[config.mk]
export PLATFORM = sky130hd
export DESIGN_NAME = layer_seq_ctrl
export DESIGN_NICKNAME = d
export VERILOG_FILES = /design/src/rtl/layer_seq_ctrl.sv
export SDC_FILE = /design/constraint.sdc
export NUM_CORES = 1
export LEC_CHECK = 0
export CAP_MARGIN = 30
export CORE_MARGIN = 2
export CORE_UTILIZATION = 45
export DETAILED_ROUTE_END_ITERATION = 7
export GPL_ROUTABILITY_DRIVEN = 0
export GPL_TIMING_DRIVEN = 0
export PLACE_DENSITY = 0.67
export REMOVE_ABC_BUFFERS = 1
export SYNTH_ARGS = -nofsm -noshare
export SYNTH_HDL_FRONTEND = slang
export SYNTH_SLANG_ARGS = --single-unit
[constraint.sdc]
create_clock -name clk -period 2.5 [get_ports clk]
set_input_delay 0.75 -clock clk [delete_from_list [all_inputs] [get_ports clk]]
set_output_delay 0.75 -clock clk [all_outputs]
set_load 0.05 [all_outputs]
[src/rtl/layer_seq_ctrl.sv]
// Multi-layer sequencer: for each layer, kick the loaders, wait for load_done,
// kick the layering unit, wait for layer_done; a watchdog guards both waits.
//
// state        | meaning
// S_IDLE       | waiting for start with a non-zero layer count
// S_LOAD       | one-cycle weight/input/valid-pipeline kick
// S_WAIT_LOAD  | waiting for load_done, watchdog running
// S_LAYER      | one-cycle layering kick
// S_WAIT_LAYER | waiting for layer_done, watchdog running
// S_DONE       | one-cycle completion pulse
module layer_seq_ctrl #(
    parameter int LAYER_W   = 4,
    parameter int TIMEOUT_W = 8
) (
    input  logic               clk,
    input  logic               rst_n,
    input  logic               start_i,
    input  logic               abort_i,
    input  logic [LAYER_W-1:0] num_layers_i,
    input  logic               load_done_i,
    input  logic               layer_done_i,
    output logic [2:0]         mode_o,
    output logic               start_weights_o,
    output logic               start_input_o,
    output logic               start_valid_pipeline_o,
    output logic               start_layering_o,
    output logic [LAYER_W-1:0] layer_idx_o,
    output logic               busy_o,
    output logic               done_o,
    output logic               timeout_err_o
);

    typedef enum logic [2:0] {
        S_IDLE,
        S_LOAD,
        S_WAIT_LOAD,
        S_LAYER,
        S_WAIT_LAYER,
        S_DONE
    } state_t;

    localparam logic [TIMEOUT_W-1:0] TMAX = '1;

    state_t               state_q, state_d;
    logic [LAYER_W-1:0]   num_q, num_d;
    logic [LAYER_W-1:0]   idx_q, idx_d;
    logic [TIMEOUT_W-1:0] wdog_q, wdog_d;
    logic                 terr_q, terr_d;
    logic [TIMEOUT_W-1:0] wdog_inc;
    logic [LAYER_W-1:0]   last_idx;

    always_ff @(posedge clk or negedge rst_n) begin
        if (!rst_n) begin
            state_q <= S_IDLE;
            num_q   <= '0;
            idx_q   <= '0;
            wdog_q  <= '0;
            terr_q  <= 1'b0;
        end else begin
            state_q <= state_d;
            num_q   <= num_d;
            idx_q   <= idx_d;
            wdog_q  <= wdog_d;
            terr_q  <= terr_d;
        end
    end

    // Saturating increment: expiry is taken the cycle the count reaches TMAX.
    assign wdog_inc = (wdog_q == TMAX) ? wdog_q : wdog_q + 1'b1;
    assign last_idx = num_q - 1'b1;

    always_comb begin
        state_d = state_q;
        num_d   = num_q;
        idx_d   = idx_q;
        wdog_d  = wdog_q;
        terr_d  = terr_q;
        case (state_q)
            S_IDLE: begin
                if (start_i && (num_layers_i != '0)) begin
                    num_d   = num_layers_i;
                    idx_d   = '0;
                    terr_d  = 1'b0;
                    state_d = S_LOAD;
                end
            end
            S_LOAD: begin
                wdog_d  = '0;
                state_d = S_WAIT_LOAD;
            end
            S_WAIT_LOAD: begin
                wdog_d = wdog_inc;
                if (wdog_inc == TMAX) begin
                    terr_d  = 1'b1;
                    idx_d   = '0;
                    state_d = S_IDLE;
                end else if (load_done_i) begin
                    state_d = S_LAYER;
                end
            end
            S_LAYER: begin
                wdog_d  = '0;
                state_d = S_WAIT_LAYER;
            end
            S_WAIT_LAYER: begin
                wdog_d = wdog_inc;
                if (wdog_inc == TMAX) begin
                    terr_d  = 1'b1;
                    idx_d   = '0;
                    state_d = S_IDLE;
                end else if (layer_done_i) begin
                    if (idx_q == last_idx) begin
                        state_d = S_DONE;
                    end else begin
                        idx_d   = idx_q + 1'b1;
                        state_d = S_LOAD;
                    end
                end
            end
            S_DONE: begin
                idx_d   = '0;
                state_d = S_IDLE;
            end
            default: begin
                idx_d   = '0;
                state_d = S_IDLE;
            end
        endcase
        // Abort outranks everything, including a same-cycle watchdog expiry.
        if (abort_i && (state_q != S_IDLE)) begin
            state_d = S_IDLE;
            idx_d   = '0;
            terr_d  = terr_q;
        end
    end

    assign mode_o = ((state_q == S_LOAD)  || (state_q == S_WAIT_LOAD))  ? 3'd1 :
                    ((state_q == S_LAYER) || (state_q == S_WAIT_LAYER)) ? 3'd2 : 3'd0;
    assign start_weights_o        = (state_q == S_LOAD);
    assign start_input_o          = (state_q == S_LOAD);
    assign start_valid_pipeline_o = (state_q == S_LOAD);
    assign start_layering_o       = (state_q == S_LAYER);
    assign busy_o                 = (state_q != S_IDLE);
    assign done_o                 = (state_q == S_DONE);
    assign layer_idx_o            = idx_q;
    assign timeout_err_o          = terr_q;

endmodule

==> results of run 1 <==
per-stage QoR:
step	power, mW	cell area, sq um	hold WS [ps]	std cells
floorplan	0.976	1520	454	188
global placement	1.16	1800	531	256
detailed placement	1.19	1830	539	257
CTS	1.48	1910	568	264
global route	1.58	1910	598	265
finish	1.49	1910	562	265
metal layers:
| layer | track usage (%) | routed length, um | vias to the layer above |
|---|---|---|---|
| met2 | 33.7 | 1970 | 71 |
| met3 | 3.35 | 275 | 6 |
| li1 | - | - | 776 |
| met1 | 31.6 | 1990 | 787 |
| met4 | 7.45 | 51 | 0 |
| met5 | 0 | 0 | - |
path summary, 6_finish.rpt:
kind | cells past startpoint | endpoint | start
hold / removal | 1 | num_q[3] | num_q[3]
setup reg to reg | 7 | layer_idx_o[1] | wdog_q[0]
max in group asynchronous | 2 | state_q[0] | rst_n
min in group asynchronous | 1 | wdog_q[4] | rst_n
setup / recovery | 4 | start_weights_o | state_q[1]
hold reg to reg | 1 | num_q[3] | num_q[3]
area by class of cell:
cell class,count,area (sq um)
multi-input cells,160,995
repair buffers,27,270
flip-flops and latches,20,508
clock inverters,1,30.0
inverters,8,31.3
fillers,320,1500
well taps,46,57.6
clock buffers,3,22.5
cells in the mapped netlist, types with 2 or more instances:
cell / count / area, sq um
nor3_1: 5 / 25.0
a21oi_1: 13 / 65.1
nand2b_1: 2 / 12.5
buf_6: 2 / 22.5
buf_2: 4 / 20.0
ha_1: 3 / 37.5
o21ai_0: 14 / 70.1
xnor2_1: 3 / 26.3
o41ai_1: 2 / 17.5
inv_1: 7 / 26.3
nand3b_1: 3 / 22.5
mux2_2: 2 / 22.5
nand2_1: 34 / 128
dfrtp_1: 20 / 500
nand4_1: 4 / 25.0
nor2_1: 15 / 56.3
o22ai_1: 4 / 25.0
and4_1: 3 / 26.3
o221ai_1: 5 / 43.8
o22a_1: 2 / 17.5
a31oi_1: 2 / 12.5
nand3_1: 9 / 45.0
clkbuf_1: 5 / 18.8
buf_4: 5 / 37.5
nor2b_1: 2 / 12.5
and3_2: 2 / 15.0
a21o_1: 2 / 15.0
power groups by stage:
stage	Clock [mW]	Sequential, mW	Combinational (mW)
floorplan	0	0.461	0.515
global placement	0	0.487	0.668
detailed placement	0	0.494	0.697
CTS	0.283	0.477	0.724
global route	0.296	0.493	0.793
finish	0.282	0.482	0.729
state kept, by name, indices dropped and copies added (netlist names):
signal	flops
num_q	4
state_q	3
wdog_q	8
layer_idx_o	4
timeout_err_o	1
cells in the final DEF, fill, tap and decap left out, types with 2 or more instances in the layout:
| cell | n |
|---|---|
| nand3_1 | 9 |
| a21oi_1 | 13 |
| clkdlybuf4s15_2 | 4 |
| o221ai_1 | 5 |
| nor2_1 | 14 |
| nand4_1 | 4 |
| dfrtp_1 | 16 |
| nor2b_1 | 2 |
| inv_1 | 6 |
| nand2_1 | 34 |
| clkdlybuf4s50_1 | 14 |
| o41ai_1 | 2 |
| ha_1 | 3 |
| a31oi_1 | 2 |
| xnor2_1 | 3 |
| and3_2 | 2 |
| and4_1 | 3 |
| buf_2 | 2 |
| nor3_1 | 5 |
| buf_4 | 4 |
| clkbuf_4 | 4 |
| a21o_1 | 2 |
| o22a_1 | 2 |
| o22ai_1 | 4 |
| mux2_2 | 2 |
| o21ai_0 | 14 |
| nand3b_1 | 3 |
| nand2b_1 | 2 |
| dfrtp_2 | 3 |
timing repair:
item,in CTS,in global routing
buffers inserted,3,1
hold endpoints to repair,0,0
resized for setup,32,9
endpoints found under the setup margin,8,7
pin swaps,0,0
cloned,0,0
kinds of logic after synthesis:
family,Yosys count,synth area share [%]
mux,3,2.00
xor+xnor,5,3.62
compound gates,63,27.3
simple gates,85,25.6
other cells,1,0.231
fa+ha+maj,3,2.31
buf+inv,25,8.16
flops,20,30.8
worst max-delay path: stages (launching register included):
cell and delay (ps):
dfrtp_2 480, clkinv_2 150, nand2_1 130, nor2_1 170, clkdlybuf4s15_2 390
==> results.py, run 1 <==
metrics = {
    "timing": {
        "setup_ws_ps": 104,
        "rsz0062_at_grt": "false",
        "slew_headroom_pct": 64.3,
        "setup_viol": 0,
        "finalHoldViolations": 0,
        "final.setup.tns_ps": 0,
        "fin_crit_ps": 2400,
        "slew_viol_final": 0,
        "fin_crit_sh_pct": 95.8,
        "max_freq_ghz": 0.417,
        "finClkSkew_ps": 6.14,
        "tightestPinTransition_ps": 530,
    },
    "detailed_routing": {
        "drt-vias-per-instance": 6.19,
        "routed_wl_um": 4280,
        "vias": 1640,
        "drtIter0Drc": 149,
        "drt-wirelength-per-cell_um": 16.1,
        "dr.pass1.iters": 4,
        "drc": 0,
        "postRouteAntennaNets": 0,
    },
    "final_layout": {
        "syn_to_final_growth_pct": 17.8,
        "final_layout_size_suffix_gt1_share_pct": 16.9,
        "num_antenna_cells": 0,
        "final_nets": 233,
        "fin_util_pct": 56.0,
    },
    "clocking": {
        "htreeDepth": 1,
        "clockRootBuffer": "clkbuf_4",
        "cts_buffer_depth": 2,
        "path_clk_slew_ps": 130,
        "hold_buffers": 0,
        "cts.sinks": 20,
        "cts_tree": "built",
        "cts_buffers": 3,
        "insertion_delay_ps": 320,
    },
    "setup_path": {
        "worst_setup_path_start_kind": "register",
        "path_max_fanout": 10,
        "crit_path_end_kind": "output port",
        "rrSetupSlack_ps": 280,
        "crit_required_ps": 1750,
        "crit_type": "register to output port",
        "crit_arrival_ps": 1650,
    },
    "synth": {
        "async_flop_share_pct": 100,
        "ys_types": 58,
        "seq_area_frac_synth_pct": 30.8,
        "yosys_warnings": 0,
        "synth_edf_count": 0,
        "synth-seq-cells": 20,
        "syn-instance-count": 205,
        "synth_area_sq_mm": 0.00163,
        "synth.avg_cell_area_sq_um": 7.93,
        "synth_ff_type": "dfrtp_1",
    },
    "die": {
        "core.rowCount": 21,
        "die-area_sq_mm": 0.00411,
        "core-area_sq_mm": 0.00342,
        "dieHeight_um": 64.1,
        "die_w_um": 64.1,
        "start_util_pct": 47.6,
        "io-pin-count": 24,
    },
    "pwr": {
        "max-vdd-ir-drop_uv": 381,
        "power_frac_clock_pct": 18.9,
        "p_leak_nw": 0.735,
        "p_int_mw": 0.832,
        "powerDensity_mw_per_mm2": 780,
        "p_sw_mw": 0.661,
        "swShare_pct": 44.3,
        "pwr-share-comb_pct": 48.9,
        "seq_power_share_pct": 32.3,
    },
    "placed_design": {
        "dp_slack_ps": -429,
        "dp_hpwl_um": 2940,
        "io_buffers": 22,
    },
    "global_route": {
        "grt_max_degree": 23,
        "grt-ovfl-total": 0,
        "grt_pass1_vias": 1478,
        "antenna_found_initial": 0,
        "grt_usage_pct": 22.0,
        "grt_pass1_wl_um": 7200,
    },
    "outcome": {
        "outcome": "finished clean",
    },
    "worst_hold_path": {
        "hold_class": "register to register",
    },
    "flow_run": {
        "drv_cap": 0,
    },
}
(Power assumes the default switching activity.)
==> run 2, diff against run 1 <==
--- a/config.mk
+++ b/config.mk
@@ -6,6 +6,7 @@
 export NUM_CORES = 1
 export LEC_CHECK = 0
 export CAP_MARGIN = 30
+export CORE_ASPECT_RATIO = 0.5
 export CORE_MARGIN = 2
 export CORE_UTILIZATION = 45
 export DETAILED_ROUTE_END_ITERATION = 7
@@ -13,6 +14,7 @@
 export GPL_TIMING_DRIVEN = 0
 export PLACE_DENSITY = 0.67
 export REMOVE_ABC_BUFFERS = 1
+export SLEW_MARGIN = 10
 export SYNTH_ARGS = -nofsm -noshare
 export SYNTH_HDL_FRONTEND = slang
 export SYNTH_SLANG_ARGS = --single-unit
==> run 2 against run 1 <==
Flip-flop and latch count unchanged; clock skew decreased by 3.6 ps; largest power group unchanged; sequential power increased by 4%; power increased by 0.37%.
==> results.py, run 2 (synthesis gave the netlist of run 1 again) <==
metrics = {
    "pwr": {
        "p_int_mw": 0.852,
        "p_sw_mw": 0.646,
        "pwr-share-comb_pct": 44.6,
        "power_frac_clock_pct": 22.1,
        "swShare_pct": 43.1,
        "max-vdd-ir-drop_uv": 231,
        "p_leak_nw": 0.720,
        "powerDensity_mw_per_mm2": 796,
        "seq_power_share_pct": 33.4,
        "finalPower_mw": 1.50,
    },
    "detailed_routing": {
        "vias": 1582,
        "dr.pass1.iters": 4,
        "drt-wirelength-per-cell_um": 15.1,
        "drtIter0Drc": 94,
        "drt-vias-per-instance": 5.95,
        "drc": 0,
        "postRouteAntennaNets": 0,
        "routed_wl_um": 4010,
    },
    "die": {
        "start_util_pct": 47.1,
        "die_w_um": 89.0,
        "die-area_sq_mm": 0.00414,
        "dieHeight_um": 46.5,
        "io-pin-count": 24,
        "core.rowCount": 15,
        "core-area_sq_mm": 0.00345,
    },
    "global_route": {
        "grt_usage_pct": 20.4,
        "grt-ovfl-total": 0,
        "grt_pass1_wl_um": 6410,
        "antenna_found_initial": 0,
        "grt_max_degree": 23,
        "grt_pass1_vias": 1347,
    },
    "setup_path": {
        "path_buf_inv": 1,
        "slowest_delay_ps": 560,
        "crit_slowest_cell": "dfrtp_2",
        "crit_path_end_kind": "output port",
        "crit_arrival_ps": 1680,
        "crit_required_ps": 1750,
        "critical_path.top_delay_family": "flip-flops",
        "worst_setup_path_start_kind": "register",
        "crit_type": "register to output port",
        "path_max_fanout": 22,
        "crit_chain": "nand2b_1 -> nor2_1 -> clkdlybuf4s15_2",
    },
    "final_layout": {
        "syn_to_final_growth_pct": 15.9,
        "regMostFlops": "wdog_q",
        "final_cell_mix": "34 x nand2_1, 17 x dfrtp_1, 14 x nor2_1, 14 x o21ai_0, 14 x clkdlybuf4s50_1",
        "num_antenna_cells": 0,
        "final_nets": 229,
        "largest_reg_flops": 8,
        "design_area_sq_mm": 0.00188,
        "layout_commonest_cell": "nand2_1",
        "fin_util_pct": 54.5,
        "final_layout_size_suffix_gt1_share_pct": 14.4,
    },
    "timing": {
        "final.setup.tns_ps": 0,
        "slew_headroom_pct": 63.6,
        "fin_crit_sh_pct": 97.2,
        "rsz0062_at_grt": "false",
        "tightestPinTransition_ps": 545,
        "setup_viol": 0,
        "fin_crit_ps": 2430,
        "finClkSkew_ps": 2.57,
        "finalHoldViolations": 0,
        "slew_viol_final": 0,
        "whs_ps": 540,
        "max_freq_ghz": 0.412,
    },
    "flow_run": {
        "drv_cap": 0,
    },
    "clocking": {
        "cts_buffer_depth": 2,
        "cts_tree": "built",
        "cts.sinks": 20,
        "path_clk_slew_ps": 80,
        "cts_setup_buffers": 0,
        "insertion_delay_ps": 260,
        "cts_buffers": 3,
        "clockRootBuffer": "clkbuf_8",
        "htreeDepth": 1,
        "hold_buffers": 0,
    },
    "placed_design": {
        "io_buffers": 22,
        "dp_hpwl_um": 2890,
        "place_area_sq_mm": 0.00182,
    },
    "outcome": {
        "outcome": "finished clean",
    },
    "worst_hold_path": {
        "hold_class": "register to register",
    },
}
run 2: cell types whose count changed in the layout (fill, tap and decap cells not counted), sizes merged:
cell / change
clkdlybuf4s15: -2
buf: -2
clkbuf: +1
clkdlybuf4s18: -1
run 2: metrics by stage:
step / instances / setup slack (ps)
2_1_floorplan: 188 / -913
3_3_place_gp: 261 / -387
3_5_place_dp: 262 / -447
4_1_cts: 266 / 3.24
5_1_grt: 266 / 0.450
6_report: 266 / 70.5
run 2: layout make-up:
class                      instances  area (sq um)
inverter                           8          31.3
fill                             334          1570
timing repair buffer              23           210
multi-input combinational        160          1000
sequential                        20           507
clock inverter                     1          30.0
clock buffer                       3          41.3
tap                               51          63.8
run 2: path summary, 6_finish.rpt:
path	from	end	slack (ps)	depth (start not counted)
max	state_q[2]	start_layering_o	70	3
min	timeout_err_o	timeout_err_o	540	2
max reg2reg	wdog_q[0]	layer_idx_o[0]	240	7
min reg2reg	timeout_err_o	timeout_err_o	540	2
max in group asynchronous	rst_n	state_q[1]	1220	2
min in group asynchronous	rst_n	wdog_q[4]	810	1
run 2: what timing repair did:
item	in CTS	in global routing
resized for setup	31	12
setup endpoints to repair	8	7
pin swaps	0	0
run 2: layer usage:
layer	share of wire, %	wire (um)	vias up	GRT usage [%]
met5	0	0	-	0
met4	0.90	36	0	5.07
met3	4.1	166	4	3.94
met2	47	1880	39	33.4
met1	48	1920	773	28.2
li1	-	-	766	-
run 2: power groups by stage:
stage	Clock, mW	Combinational (mW)	Sequential [mW]
6_report	0.331	0.668	0.500
5_1_grt	0.355	0.729	0.513
4_1_cts	0.344	0.683	0.493
3_5_place_dp	0	0.692	0.496
3_3_place_gp	0	0.671	0.490
2_1_floorplan	0	0.515	0.461
run 2: tightest hold or removal path, cell delays in order, from the launching register on:
cell,delay (ps)
dfrtp_1,380
inv_1,50
o22ai_1,70
==> run 3, diff against run 2 <==
==> constraint.sdc (replaced) <==
create_clock -name clk -period 2.78 [get_ports clk]
set_input_delay 0.834 -clock clk [delete_from_list [all_inputs] [get_ports clk]]
set_output_delay 0.834 -clock clk [all_outputs]
set_load 0.05 [all_outputs]
==> run 3 against run 2 <==
Global-route usage decreased by 0.055 points; critical path type unchanged; final cell count unchanged; highest routed layer unchanged; largest power group unchanged; flip-flop and latch count unchanged.
==> results.py, run 3 (synthesis gave the netlist of run 1 again) <==
metrics = {
    "final_layout": {
        "final_cells": 266,
        "largest_reg_flops": 8,
        "final_nets": 229,
        "final_layout_size_suffix_gt1_share_pct": 11.2,
        "seqCellArea_sq_um": 504,
        "design_area_sq_mm": 0.00189,
        "final_cell_mix": "34 x nand2_1, 17 x dfrtp_1, 14 x nor2_1, 14 x o21ai_0, 14 x clkdlybuf4s50_1",
        "fillers": 332,
        "multi_input_area_sq_um": 995,
        "layout_commonest_cell": "nand2_1",
        "num_antenna_cells": 0,
        "syn_to_final_growth_pct": 16.5,
        "regMostFlops": "wdog_q",
        "fin_util_pct": 54.8,
    },
    "worst_hold_path": {
        "min_from": "timeout_err_o",
        "hold_class": "register to register",
        "holdPathEnd": "timeout_err_o",
        "hold_depth": 2,
    },
    "setup_path": {
        "reg2reg_from": "wdog_q[0]",
        "rr_worst_depth": 7,
        "r2r_end": "layer_idx_o[0]",
        "crit_required_ps": 1950,
        "crit_arrival_ps": 1840,
        "crit_type": "register to output port",
        "path_max_fanout": 22,
        "worst_setup_path_start_kind": "register",
        "crit_path_end_kind": "output port",
        "rrSetupSlack_ps": 530,
        "critPathLaunch": "state_q[2]",
    },
    "die": {
        "core-area_sq_mm": 0.00345,
        "dieHeight_um": 46.5,
        "core.rowCount": 15,
        "die-area_sq_mm": 0.00414,
        "io-pin-count": 24,
        "start_util_pct": 47.1,
        "die_w_um": 89.0,
    },
    "detailed_routing": {
        "routed_wl_um": 4050,
        "drtIter0Drc": 75,
        "drt-vias-per-instance": 5.90,
        "met2_wirelength_um": 1920,
        "dr.pass1.iters": 4,
        "vias": 1569,
        "top_layer_used": "met4",
        "dr_wl_met3_um": 203,
        "drt-wirelength-per-cell_um": 15.2,
        "drc": 0,
        "postRouteAntennaNets": 0,
        "wirelength_met1_um": 1900,
    },
    "clocking": {
        "cts_resized": 14,
        "clockRootBuffer": "clkbuf_8",
        "cts_buffer_depth": 2,
        "insertion_delay_ps": 270,
        "cts_tree": "built",
        "hold_buffers": 0,
        "htreeDepth": 1,
        "cts_setup_buffers": 0,
        "cts_buffers": 3,
        "cts.sinks": 20,
        "path_clk_slew_ps": 80,
    },
    "global_route": {
        "grt_max_degree": 23,
        "grt_pass1_vias": 1356,
        "grt_pass1_wl_um": 6430,
        "grt-ovfl-total": 0,
        "grt_usage_pct": 20.4,
        "antenna_found_initial": 0,
    },
    "timing": {
        "max_freq_ghz": 0.374,
        "finClkSkew_ps": 6.52,
        "whs_ps": 541,
        "finalHoldViolations": 0,
        "slew_headroom_pct": 60.5,
        "tightestPinTransition_ps": 578,
        "slew_viol_final": 0,
        "fin_crit_sh_pct": 96.1,
        "rsz0062_at_grt": "false",
        "fin_crit_ps": 2670,
        "setup_viol": 0,
    },
    "placed_design": {
        "place_area_sq_mm": 0.00182,
        "dp_hpwl_um": 2890,
        "dp.cells": 262,
        "io_buffers": 22,
    },
    "flow_run": {
        "drv_cap": 0,
    },
    "outcome": {
        "outcome": "finished clean",
    },
    "pwr": {
        "p_leak_nw": 0.734,
        "powerDensity_mw_per_mm2": 709,
        "finalPower_mw": 1.34,
        "max-vdd-ir-drop_uv": 224,
    },
}
## run 3: cell count changes in the layout (fill, tap and decap cells not counted), sizes merged
cell	before	now
buf	5	1
clkbuf	5	3
clkdlybuf4s15	2	1
dlygate4sd2	0	7
## run 3: where the power goes
group          internal [mW]  switching, mW  leakage, nW
clock network          0.192          0.109       0.0357
logic                  0.229          0.368        0.434
registers              0.342          0.101        0.264
total                  0.764          0.579        0.734
## run 3: layout make-up
| cell class | count | area share [%] |
|---|---|---|
| timing repair buffer | 23 | 12.0 |
| tap | 51 | 3.37 |
| sequential | 20 | 26.6 |
| multi-input combinational | 160 | 52.5 |
| inverter | 8 | 1.65 |
| clock inverter | 1 | 1.59 |
| clock buffer | 3 | 2.18 |
## run 3: worst max-delay path by stage
stage                        endpoint  slack, ps
4_1_cts                     mode_o[1]         10
2_1_floorplan           start_input_o       -720
6_report             start_layering_o        110
5_1_grt        start_valid_pipeline_o          4
3_5_place_dp                mode_o[0]       -250
3_3_place_gp          start_weights_o       -190
## run 3: routing by layer
layer / global-route usage (%) / up-vias
li1: - / 766
met5: 0 / -
met4: 5.07 / 0
met1: 27.8 / 762
met3: 3.94 / 4
met2: 33.7 / 37
## run 3: through the flow
stage	setup TNS, ps	worst slack [ps]
floorplan	-2150	-717
global placement	-1060	-191
detailed placement	-1380	-251
CTS	0	9.79
global route	0	4.09
finish	0	109
## run 3: critical path: stages, from the launching register on
cell           delay [ps]
dfrtp_2               560
nand2b_1              280
nor2_1                170
dlygate4sd2_1         560
